===== config.mk =====
export PLATFORM = sky130hd
export DESIGN_NAME = sher_vi_fetch_unit
export DESIGN_NICKNAME = d
export VERILOG_FILES = /design/src/rtl/sher_vi_pkg.sv /design/src/rtl/sher_vi_opcode_check.sv /design/src/rtl/sher_vi_fetch_unit.sv
export SDC_FILE = /design/constraint.sdc
export NUM_CORES = 1
export LEC_CHECK = 0
export BUFFER_PORTS_ARGS = -buffer_cell sky130_fd_sc_hd__clkbuf_2
export CAP_MARGIN = 20
export CELL_PAD_IN_SITES_DETAIL_PLACEMENT = 0
export CELL_PAD_IN_SITES_GLOBAL_PLACEMENT = 2
export CORE_MARGIN = 1
export CORE_UTILIZATION = 29
export DETAILED_ROUTE_END_ITERATION = 8
export GPL_TIMING_DRIVEN = 0
export PLACE_DENSITY_LB_ADDON = 0.1
export SLEW_MARGIN = 5
export SYNTH_ARGS = -nofsm -noshare
export SYNTH_HDL_FRONTEND = slang
export SYNTH_SLANG_ARGS = --single-unit

===== constraint.sdc =====
create_clock -name clk -period 3.46 [get_ports clk]
set_clock_uncertainty 0.05 [all_clocks]
set_input_delay 0.692 -clock clk [delete_from_list [all_inputs] [get_ports clk]]
set_output_delay 0.692 -clock clk [all_outputs]
set_load 0.01 [all_outputs]

===== src/rtl/sher_vi_pkg.sv =====
// Shared SHER-VI definitions: opcodes, fetch FSM encodings and instruction field boundaries.
// Used by both the fetch unit and the control unit.
package sher_vi_pkg;

  localparam int CODE_W   = 5;
  localparam int OPND_W   = 27;
  localparam int CODE_MSB = 31;
  localparam int CODE_LSB = 27;
  localparam int OPND_MSB = 26;
  localparam int OPND_LSB = 0;

  localparam logic [CODE_W-1:0] OP_MAKE   = 5'd0;
  localparam logic [CODE_W-1:0] OP_ADDSP  = 5'd1;
  localparam logic [CODE_W-1:0] OP_ARITH  = 5'd2;
  localparam logic [CODE_W-1:0] OP_BRANCH = 5'd3;
  localparam logic [CODE_W-1:0] OP_SUBSP  = 5'd5;
  localparam logic [CODE_W-1:0] OP_JUMP   = 5'd19;

  typedef enum logic [2:0] {
    ST_IDLE   = 3'd0,
    ST_REQ    = 3'd1,
    ST_WAIT   = 3'd2,
    ST_DECODE = 3'd3,
    ST_EXEC   = 3'd4,
    ST_HALT   = 3'd5
  } fetch_state_e;

endpackage


===== src/rtl/sher_vi_opcode_check.sv =====
// Combinational opcode legality check, shared by fetch and control.
module sher_vi_opcode_check
  import sher_vi_pkg::*;
(
  input  logic [CODE_W-1:0] code,
  output logic              legal
);

  always_comb begin
    legal = 1'b0;
    case (code)
      OP_MAKE, OP_ADDSP, OP_ARITH, OP_BRANCH, OP_SUBSP, OP_JUMP: legal = 1'b1;
      default:                                                   legal = 1'b0;
    endcase
  end

endmodule


===== src/rtl/sher_vi_fetch_unit.sv =====
// SHER-VI instruction fetch unit: fetches from memory, decodes legality, holds the
// instruction for the control unit, and advances or redirects the PC on completion.
module sher_vi_fetch_unit
  import sher_vi_pkg::*;
#(
  parameter logic [31:0] RESET_PC = 32'h0000_0000,
  parameter int          PC_STEP  = 4
) (
  input  logic              clk,
  input  logic              rst_n,
  output logic [31:0]       mem_addr,
  output logic              mem_rd,
  input  logic              mem_ack,
  input  logic [31:0]       mem_rdata,
  output logic [CODE_W-1:0] code,
  output logic [OPND_W-1:0] operand,
  output logic              instr_valid,
  input  logic              ctrl_done,
  input  logic              pc_load,
  input  logic [31:0]       pc_target,
  output logic [31:0]       pc,
  output logic              illegal,
  output logic [2:0]        fetch_state
);

  fetch_state_e state_q, state_d;
  logic [31:0]  pc_q;
  logic [31:0]  ir_q;
  logic         illegal_q;
  logic         legal;
  logic         fetching;
  logic         retire;

  sher_vi_opcode_check u_opcode_check (
    .code  (ir_q[CODE_MSB:CODE_LSB]),
    .legal (legal)
  );

  // mem_ack only matters while a request is outstanding
  assign fetching = (state_q == ST_REQ) || (state_q == ST_WAIT);
  assign retire   = (state_q == ST_EXEC) && ctrl_done;

  always_comb begin
    state_d = state_q;
    case (state_q)
      ST_IDLE:   state_d = ST_REQ;
      ST_REQ:    state_d = mem_ack ? ST_DECODE : ST_WAIT;
      ST_WAIT:   if (mem_ack) state_d = ST_DECODE;
      ST_DECODE: state_d = legal ? ST_EXEC : ST_HALT;
      ST_EXEC:   if (ctrl_done) state_d = ST_REQ;
      ST_HALT:   state_d = ST_HALT;
      default:   state_d = ST_IDLE;
    endcase
  end

  always_ff @(posedge clk or negedge rst_n) begin
    if (!rst_n) begin
      state_q   <= ST_IDLE;
      pc_q      <= RESET_PC;
      ir_q      <= '0;
      illegal_q <= 1'b0;
    end else begin
      state_q <= state_d;
      if (fetching && mem_ack) ir_q <= mem_rdata;
      if (retire) pc_q <= pc_load ? pc_target : pc_q + 32'(PC_STEP);
      if ((state_q == ST_DECODE) && !legal) illegal_q <= 1'b1;
    end
  end

  // Handshake outputs decode from state only, never from inputs
  assign mem_rd      = fetching;
  assign instr_valid = (state_q == ST_EXEC);
  assign mem_addr    = pc_q;
  assign pc          = pc_q;
  assign illegal     = illegal_q;
  assign code        = ir_q[CODE_MSB:CODE_LSB];
  assign operand     = ir_q[OPND_MSB:OPND_LSB];
  assign fetch_state = state_q;

endmodule


==> results.json, run 1 <==
{
  "cts_hold_buffers": 0,
  "grtUsageTotal_pct": 18.3,
  "fin_crit_sh_pct": 67.7,
  "vdd_drop_max_uv": 272,
  "cts_setup_buffers": 0,
  "path_buf_inv": 4,
  "ys.flop_type": "dfrtp_1",
  "required_ns": 3.59,
  "post_drt_wl_per_cell_um": 16.2,
  "grt_pass1_wl_mm": 18.3,
  "mostFrequentLayoutCells": "clkbuf_2, dfrtp_1, buf_4",
  "critical_path.cell_chain": "buf_2 -> nand4bb_1 -> clkbuf_1 -> clkbuf_1 -> clkbuf_1 -> o21ai_0",
  "final-max-slew-violation-count": 0,
  "nNetsFinal": 624,
  "hold_violations": 0,
  "rsz0062_at_grt": "false",
  "path_class": "reg2reg",
  "cts_resized": 0,
  "synthArstFlopShare_pct": 100,
  "maxCapViolations": 0,
  "remaining_drc_errors": 0,
  "antennaDiodeCount": 0,
  "synth-edff-count": 0,
  "clk_pin_slew_ns": 0.06,
  "yosysSeqAreaShare_pct": 45.5,
  "core-area_sq_um": 12600,
  "cp-end-kind": "flop",
  "syn-mean-instance-area_sq_um": 10.0,
  "fin_ws_ns": 1.12,
  "firstDrtPassIters": 4,
  "cts_buffer_depth": 2,
  "ys_seq_elements": 68,
  "dieWidth_um": 116,
  "place_area_sq_um": 4830,
  "tightest_slew_ns": 0.686,
  "cts_root_buf": "clkbuf_16",
  "dieArea_sq_um": 13300,
  "rows": 41,
  "cts_tree": "yes",
  "finalSetupTns_ns": 0,
  "arrival_ns": 2.47,
  "status": "complete, no violations",
  "vias": 3521,
  "synth_area_sq_um": 3740,
  "clock_latency_ns": 0.33,
  "grt_max_degree": 46,
  "slowest_stage": "clkbuf_1",
  "synth_nets": 442,
  "critical_path.top_delay_family": "buffers and inverters",
  "crit_fanout": 10,
  "grt_pass1_vias": 3298,
  "min_path_type": "in2async",
  "netlist_instances": 372,
  "synth.distinct_cells": 58,
  "fillCellCount": 1303,
  "overflow": 0,
  "routed_wl_mm": 11.8,
  "drive_above_1_share_pct": 49.0,
  "stdcell_count": 731,
  "crit_path_frequent_cell": "clkbuf_1",
  "dpl_worst_slack_ns": 0.896,
  "slew_headroom_pct": 54.3,
  "postRouteAntennaNets": 0,
  "power.density_nw_per_um2": 829,
  "gp_congestion": 0.756,
  "layout_commonest_cell": "clkbuf_2",
  "antenna_found_initial": 0,
  "pin_count": 171,
  "start_util_pct": 29.7,
  "clock.fmax_mhz": 427,
  "period_needed_ns": 2.34,
  "cts_made_buffers": 9,
  "fin_area_sq_um": 5150,
  "hpwlAfterDp_mm": 8.76,
  "yosysWarnings": 0,
  "p_leak_nw": 2.46,
  "io_buffers": 170,
  "htreeDepth": 3,
  "dieHeight_um": 116,
  "critPathMaxStageDelay_ns": 0.48,
  "setup_viol": 0,
  "drtIter0Drc": 165,
  "vias_per_cell": 4.82,
  "area_growth_pct": 37.9,
  "start_kind": "flop",
  "cts_sinks": 68,
  "dp.cells": 715
}
## cells by family (layout without fill, tap and decap cells)
kind of cell             count (synthesis)  after routing  share of synthesized area, %
buffers and inverters                   63            250                          10.2
multiplexers                            35             35                          10.5
flip-flops                              68             68                          45.5
XOR/XNOR                                 1              1                         0.234
AND/OR/NAND/NOR                        112            112                          17.4
adder cells (fa/ha/maj)                  1              1                         0.335
AO/OA/AOI/OAI                           92             92                          15.7
## where the power goes
group          internal, W  switching (W)
combinational     0.000925       0.000870
clock             0.000650       0.000345
sequential         0.00114       0.000341
## synth_stat cells (2+ instances only)
master	n	area share [%]
o211ai_1	3	0.60
nand2_1	17	1.7
mux2_2	34	10
a21oi_1	21	2.8
nand4_1	5	0.84
o311ai_0	3	0.70
o2bb2ai_1	3	0.70
a311oi_1	9	2.1
clkbuf_1	12	1.2
nor3_1	9	1.2
dfrtp_1	68	46
inv_1	7	0.70
nand3_1	12	1.6
or3_1	6	1.0
nand2b_1	2	0.33
a211oi_1	3	0.60
a21o_1	2	0.40
buf_2	7	0.94
a22oi_1	3	0.60
buf_4	36	7.2
and3_1	12	2.0
o22ai_1	5	0.84
nor4_1	3	0.50
and4_1	2	0.47
o311ai_1	2	0.47
o21ai_0	29	3.9
nor2_1	26	2.6
## sequential cells by signal, summed over array words and instances, names as in the netlist
register and count:
illegal 1, mem_addr 32, fetch_state 3, ir_q 32
## cell type report
type / count / area, sq um / area share, %
plain buffers: 56 / 355 / 6.90
repair buffers: 171 / 881 / 17.1
well taps: 172 / 215 / 4.18
clock buffers: 12 / 246 / 4.79
inverters: 7 / 26.3 / 0.510
flip-flops and latches: 68 / 1700 / 33.0
multi-input cells: 241 / 1650 / 32.1
clock inverters: 4 / 72.6 / 1.41
## path summary, 6_finish.rpt
kind	startpoint	to	slack, ns	cells after the start
setup / recovery	fetch_state[1]$_DFFE_PN0P_	mem_addr[9]$_DFFE_PN0P_	1.12	6
hold / removal	rst_n	ir_q[2]$_DFFE_PN0P_	0.26	1
setup reg to reg	fetch_state[1]$_DFFE_PN0P_	mem_addr[9]$_DFFE_PN0P_	1.12	6
hold reg to reg	illegal$_DFFE_PN0P_	illegal$_DFFE_PN0P_	0.41	1
max in group asynchronous	rst_n	mem_addr[14]$_DFFE_PN0P_	2.54	2
min in group clk	illegal$_DFFE_PN0P_	illegal$_DFFE_PN0P_	0.41	1
## per-stage QoR
stage	utilization, %	hold WS, ns	total power (W)
global route	41.0	0.285	0.00456
CTS	41.0	0.267	0.00434
detailed placement	38.4	0.397	0.00332
floorplan	-	0.346	0.00255
finish	41.0	0.260	0.00427
global placement	38.2	0.393	0.00328
## layer usage
metal  vias to the layer above  part of all wire (%)  wire [um]  GRT usage (%)
met3                         2                   5.7        671           3.56
met2                       120                    50       5870           30.6
met1                      1695                    44       5250           24.1
met5                         -                     0          0              0
li1                       1704                     -          -              -
met4                         0                  0.38         45           4.68
Power figures use the tool's default switching activity.
==> run 2, diff against run 1 <==
Settings changed: CORE_UTILIZATION 29 to 25.
Clock period 3.46 ns to 1.9 ns, I/O delays scaled along.
==> run 2 against run 1 <==
The run now ends with negative hold slack left; clock power rose by 68%; critical path depth shrank 1; cell count is 3.8% higher; power grew 89%; sequential cell count stayed put; setup slack worse by 1.1 ns; global-route usage is 2.2 points lower; first-iteration DRC count grew 8.5%; sequential power increased by 80%; highest routed layer unchanged.
==> results.json, run 2 (synthesis gave the netlist of run 1 again) <==
{
  "hold_violations": 6,
  "pin_count": 171,
  "status": "finished, violations left",
  "busiest_layer": "met2",
  "setup_viol": 0,
  "path_class": "reg2reg",
  "arrival_ns": 2.04,
  "core-area_sq_um": 14500,
  "clk_pin_slew_ns": 0.06,
  "clock.fmax_mhz": 533,
  "final-max-slew-violation-count": 0,
  "grtUsageTotal_pct": 16.0,
  "slew_headroom_pct": 51.1,
  "vdd_drop_max_uv": 522,
  "postRouteAntennaNets": 0,
  "use_met2_pct": 24.9,
  "cts_made_buffers": 9,
  "crit_fanout": 8,
  "power.total_w": 0.00807,
  "firstDrtPassIters": 7,
  "timing.rr.end": "mem_addr[18]$_DFFE_PN0P_",
  "dieHeight_um": 124,
  "slowest_stage": "or3_1",
  "antenna_found_initial": 0,
  "layout_commonest_cell": "clkbuf_2",
  "overflow": 0,
  "routed_wl_mm": 12.5,
  "critical_path.cell_chain": "buf_6 -> nand4_4 -> or2_4 -> or3_1 -> a311o_1",
  "mostFrequentLayoutCells": "clkbuf_2, dfrtp_1, buf_4",
  "comb_power_share_pct": 46.2,
  "drive_above_1_share_pct": 56.3,
  "tightest_slew_ns": 0.734,
  "min_path_type": "in2async",
  "cts_root_buf": "clkbuf_16",
  "rsz0062_at_grt": "true",
  "r2r-start": "mem_addr[13]$_DFFE_PN0P_",
  "power.internal_w": 0.00510,
  "use_met1_pct": 22.1,
  "dieWidth_um": 124,
  "dieArea_sq_um": 15400,
  "post_drt_wl_per_cell_um": 16.4,
  "fillCellCount": 1548,
  "hpwlAfterDp_mm": 9.01,
  "cp-end-kind": "flop",
  "place_area_sq_um": 4840,
  "clockPowerShare_pct": 20.7,
  "vias": 3642,
  "rows": 44,
  "r2r_cells": 5,
  "grtUsageMet3_pct": 3.10,
  "fin_area_sq_um": 5470,
  "power.density_nw_per_um2": 1480,
  "power_switching_w": 0.00297,
  "p_leak_nw": 2.60,
  "fin_crit_sh_pct": 98.7,
  "grt_pass1_wl_mm": 19.3,
  "antennaDiodeCount": 0,
  "fin_util_pct": 37.6,
  "switching_share_pct": 36.8,
  "drtIter0Drc": 179,
  "vias_per_cell": 4.80,
  "io_buffers": 170,
  "maxCapViolations": 0,
  "grt_pass1_vias": 3429,
  "period_needed_ns": 1.87,
  "cts_buffer_depth": 2,
  "startpoint": "mem_addr[13]$_DFFE_PN0P_",
  "start_kind": "flop",
  "r2r_slack_ns": 0.03,
  "nNetsFinal": 641,
  "area_growth_pct": 46.3,
  "grt_max_degree": 38,
  "gp_congestion": 0.737,
  "seqPwrFrac_pct": 33.1,
  "cts_hold_buffers": 0,
  "clock_latency_ns": 0.33,
  "remaining_drc_errors": 0,
  "critPathMaxStageDelay_ns": 0.38,
  "cts_sinks": 68,
  "htreeDepth": 3,
  "violations": "negative hold slack",
  "cts_tree": "yes",
  "start_util_pct": 25.7,
  "required_ns": 2.06,
  "fin_hold_ws_ns": -0.00649
}
-- run 2: layout make-up --
class | instances | area (sq um) | share of cell area (%)
Buffer | 55 | 415 | 7.60
Clock buffer | 10 | 239 | 4.37
Clock inverter | 5 | 52.6 | 0.961
Inverter | 7 | 26.3 | 0.481
Multi-Input combinational cell | 241 | 1780 | 32.6
Sequential cell | 68 | 1710 | 31.4
Tap cell | 184 | 230 | 4.21
Timing Repair Buffer | 189 | 1010 | 18.4
-- run 2: metrics by stage --
stage	cells	hold slack [ns]	setup slack (ns)	TNS [ns]
detailed placement	727	0.371	-0.454	-9.48
CTS	748	0.0107	-0.00750	-0.0322
finish	759	-0.00649	0.0253	0
floorplan	372	0.0344	0.0248	0
global route	759	0.0380	-0.0547	-0.189
global placement	726	0.390	-0.480	-30.13
-- run 2: how the worst max path moves through the flow --
stage                                           to  slack, ns  depth (start not counted)
final                     mem_addr[18]$_DFFE_PN0P_       0.03                          5
after floorplan               ir_q[12]$_DFFE_PN0P_       0.02                          7
after global placement     mem_addr[9]$_DFFE_PN0P_      -0.48                          6
after detailed placement   mem_addr[9]$_DFFE_PN0P_      -0.45                          6
after global routing      mem_addr[29]$_DFFE_PN0P_      -0.05                          7
after CTS                      ir_q[8]$_DFFE_PN0P_     -0.008                          7
-- run 2: timing repair --
action                                  in CTS  in global routing
gates resized for setup                     27                 35
pin swaps                                    2                  8
setup buffers                                7                 11
endpoints found under the hold margin        0                  0
endpoints found under the setup margin      53                 58
-- run 2: power by group through the flow --
| stage | Clock [W] | Combinational (W) | Sequential, W |
|---|---|---|---|
| floorplan | 0 | 0.00177 | 0.00288 |
| global placement | 0 | 0.00329 | 0.00270 |
| detailed placement | 0 | 0.00331 | 0.00273 |
| CTS | 0.00173 | 0.00354 | 0.00266 |
| global route | 0.00178 | 0.00403 | 0.00278 |
| finish | 0.00167 | 0.00373 | 0.00267 |
-- run 2: worst max-delay path: cells and delay by family (launching register included) --
family	cells	cell delay [ns]
and+or+nand+nor	3	0.84
DFF	1	0.36
buffers and inverters	1	0.14
AOI/OAI and AO/OA	1	0.36
-- run 2: metal layers --
metal / wire (um) / up-vias
met5: 0 / -
met4: 150 / 0
met3: 752 / 9
met2: 5720 / 154
met1: 5840 / 1736
li1: - / 1743
==> run 3, diff against run 2 <==
--- a/config.mk
+++ b/config.mk
@@ -6,4 +6,5 @@
 export NUM_CORES = 1
 export LEC_CHECK = 0
+export ABC_CLOCK_PERIOD_IN_PS = 1900
 export BUFFER_PORTS_ARGS = -buffer_cell sky130_fd_sc_hd__clkbuf_2
 export CAP_MARGIN = 20
@@ -13,5 +14,4 @@
 export CORE_UTILIZATION = 25
 export DETAILED_ROUTE_END_ITERATION = 8
-export GPL_TIMING_DRIVEN = 0
 export PLACE_DENSITY_LB_ADDON = 0.1
 export SLEW_MARGIN = 5
==> constraint.sdc (replaced) <==
create_clock -name clk -period 1.9 [get_ports clk]
set_clock_uncertainty 0.05 [all_clocks]
set_input_delay 0.095 -clock clk [delete_from_list [all_inputs] [get_ports clk]]
set_output_delay 0.095 -clock clk [all_outputs]
set_load 0.01 [all_outputs]
==> run 3 against run 2 <==
The run now ends clean; wire length shrank 4.1%; first-iteration DRC count down 22%; sequential share of layout area fell by 0.21 points; sequential power decreased by 5%; die area is the same; cell count up 0.13%; via count down 3.2%; critical endpoint is now mem_addr[23]$_DFFE_PN0P_.
==> results.json, run 3 (synthesis gave the netlist of run 1 again) <==
{
  "grt_max_degree": 39,
  "startpoint": "mem_addr[8]$_DFFE_PN0P_",
  "clk_pin_slew_ns": 0.06,
  "period_needed_ns": 1.81,
  "path_buf_inv": 1,
  "io_buffers": 170,
  "fin_util_pct": 37.6,
  "cts_made_buffers": 9,
  "cp-end-kind": "flop",
  "status": "complete, no violations",
  "hold_violations": 0,
  "cts_sinks": 68,
  "hpwlAfterDp_mm": 8.68,
  "dieHeight_um": 124,
  "required_ns": 2.06,
  "power.density_nw_per_um2": 1400,
  "endpoint": "mem_addr[23]$_DFFE_PN0P_",
  "slowest_stage": "dfrtp_1",
  "remaining_drc_errors": 0,
  "pin_count": 171,
  "clock_latency_ns": 0.33,
  "vdd_drop_max_uv": 486,
  "fin_hold_ws_ns": 0.00787,
  "grt_pass1_wl_mm": 18.7,
  "start_util_pct": 25.7,
  "critical_path.top_delay_family": "simple AND/OR/NAND/NOR gates",
  "min_path_type": "in2reg",
  "rows": 44,
  "htreeDepth": 3,
  "fin_area_sq_um": 5460,
  "routed_wl_mm": 12.0,
  "fin_crit_sh_pct": 95.5,
  "vias_per_cell": 4.64,
  "stdcell_count": 760,
  "mostFrequentLayoutCells": "clkbuf_2, dfrtp_1, dlygate4sd3_1",
  "cts_root_buf": "clkbuf_16",
  "cts_tree": "yes",
  "core-area_sq_um": 14500,
  "r2r_slack_ns": 0.09,
  "cts_buffer_depth": 2,
  "arrival_ns": 1.97,
  "tightest_slew_ns": 0.460,
  "start_kind": "flop",
  "dp.cells": 707,
  "cts_setup_buffers": 0,
  "vias": 3526,
  "p_leak_nw": 2.56,
  "r2r-start": "mem_addr[8]$_DFFE_PN0P_",
  "drtIter0Drc": 140,
  "nNetsFinal": 641,
  "r2r_cells": 6,
  "path_class": "reg2reg",
  "clock.fmax_mhz": 551,
  "crit_fanout": 6,
  "final-max-slew-violation-count": 0,
  "antennaDiodeCount": 0,
  "area_growth_pct": 46.2,
  "grtUsageTotal_pct": 15.5,
  "slew_headroom_pct": 69.1,
  "dieWidth_um": 124,
  "critical_path_depth": 6,
  "setup_viol": 0,
  "finalSetupTns_ns": 0,
  "overflow": 0,
  "postRouteAntennaNets": 0,
  "antenna_found_initial": 0,
  "post_drt_wl_per_cell_um": 15.7,
  "gp_congestion": 0.764,
  "maxCapViolations": 0,
  "layout_commonest_cell": "clkbuf_2",
  "firstDrtPassIters": 5,
  "critPathMaxStageDelay_ns": 0.40,
  "drive_above_1_share_pct": 46.7,
  "dieArea_sq_um": 15400,
  "grt_pass1_vias": 3402,
  "critical_path.cell_chain": "and4_4 -> and2_2 -> nand2_1 -> nor4_1 -> buf_4 -> a311oi_1",
  "place_area_sq_um": 4780,
  "timing.rr.end": "mem_addr[23]$_DFFE_PN0P_"
}
==> run 3: cell types whose count changed in the layout (fill, tap and decap cells not counted), sizes merged <==
cell / before / now
buf: 62 / 38
clkbuf: 192 / 181
clkinv: 3 / 2
dlygate4sd3: 0 / 37
==> run 3: timing repair <==
item | CTS | global route
setup endpoints to repair | 0 | 2
gates resized for setup | 0 | 2
endpoints found under the hold margin | 66 | 0
hold buffers | 37 | 0
==> run 3: worst min path at each step <==
stage | depth (start not counted) | slack (ns) | from | endpoint
6_report | 3 | 0.008 | pc_target[3] | mem_addr[3]$_DFFE_PN0P_
5_1_grt | 3 | 0.02 | pc_target[30] | mem_addr[30]$_DFFE_PN0P_
4_1_cts | 3 | 0.005 | pc_target[12] | mem_addr[12]$_DFFE_PN0P_
3_5_place_dp | 1 | 0.03 | rst_n | ir_q[26]$_DFFE_PN0P_
3_3_place_gp | 1 | 0.02 | rst_n | ir_q[26]$_DFFE_PN0P_
2_1_floorplan | 0 | -0.25 | rst_n | fetch_state[0]$_DFFE_PN0P_
==> run 3: through the flow <==
stage	setup WS [ns]	power [W]
after CTS	0.0174	0.00775
after detailed placement	0.0303	0.00593
final	0.0859	0.00764
after floorplan	0.0248	0.00466
after global routing	-0.00554	0.00816
after global placement	0.110	0.00590
==> run 3: power by group <==
part           switching, W  total, W  internal, W
registers          0.000459   0.00253      0.00207
logic               0.00175   0.00339      0.00164
clock network      0.000632   0.00172      0.00108
total               0.00284   0.00764      0.00480
==> run 3: area by class of cell <==
type | count | area [sq um]
clock buffer | 12 | 256
sequential | 68 | 1700
timing repair buffer | 244 | 1540
tap | 184 | 230
fill | 1502 | 9070
inverter | 7 | 26.3
clock inverter | 4 | 47.5
multi-input combinational | 241 | 1660
==> run 3: worst min-delay path, delay by kind of cell <==
family	cells	cell delay [ns]
compound gates	1	0.13
buf+inv	1	0.07
mux	1	0.05
==> run 3: metal layers <==
metal  vias up  track usage, %  wire length [um]
li1       1748               -                 -
met1      1637            21.1              5760
met2       132            24.1              5450
met3         9            3.32               617
met4         0            5.32               125
met5         -               0                 0
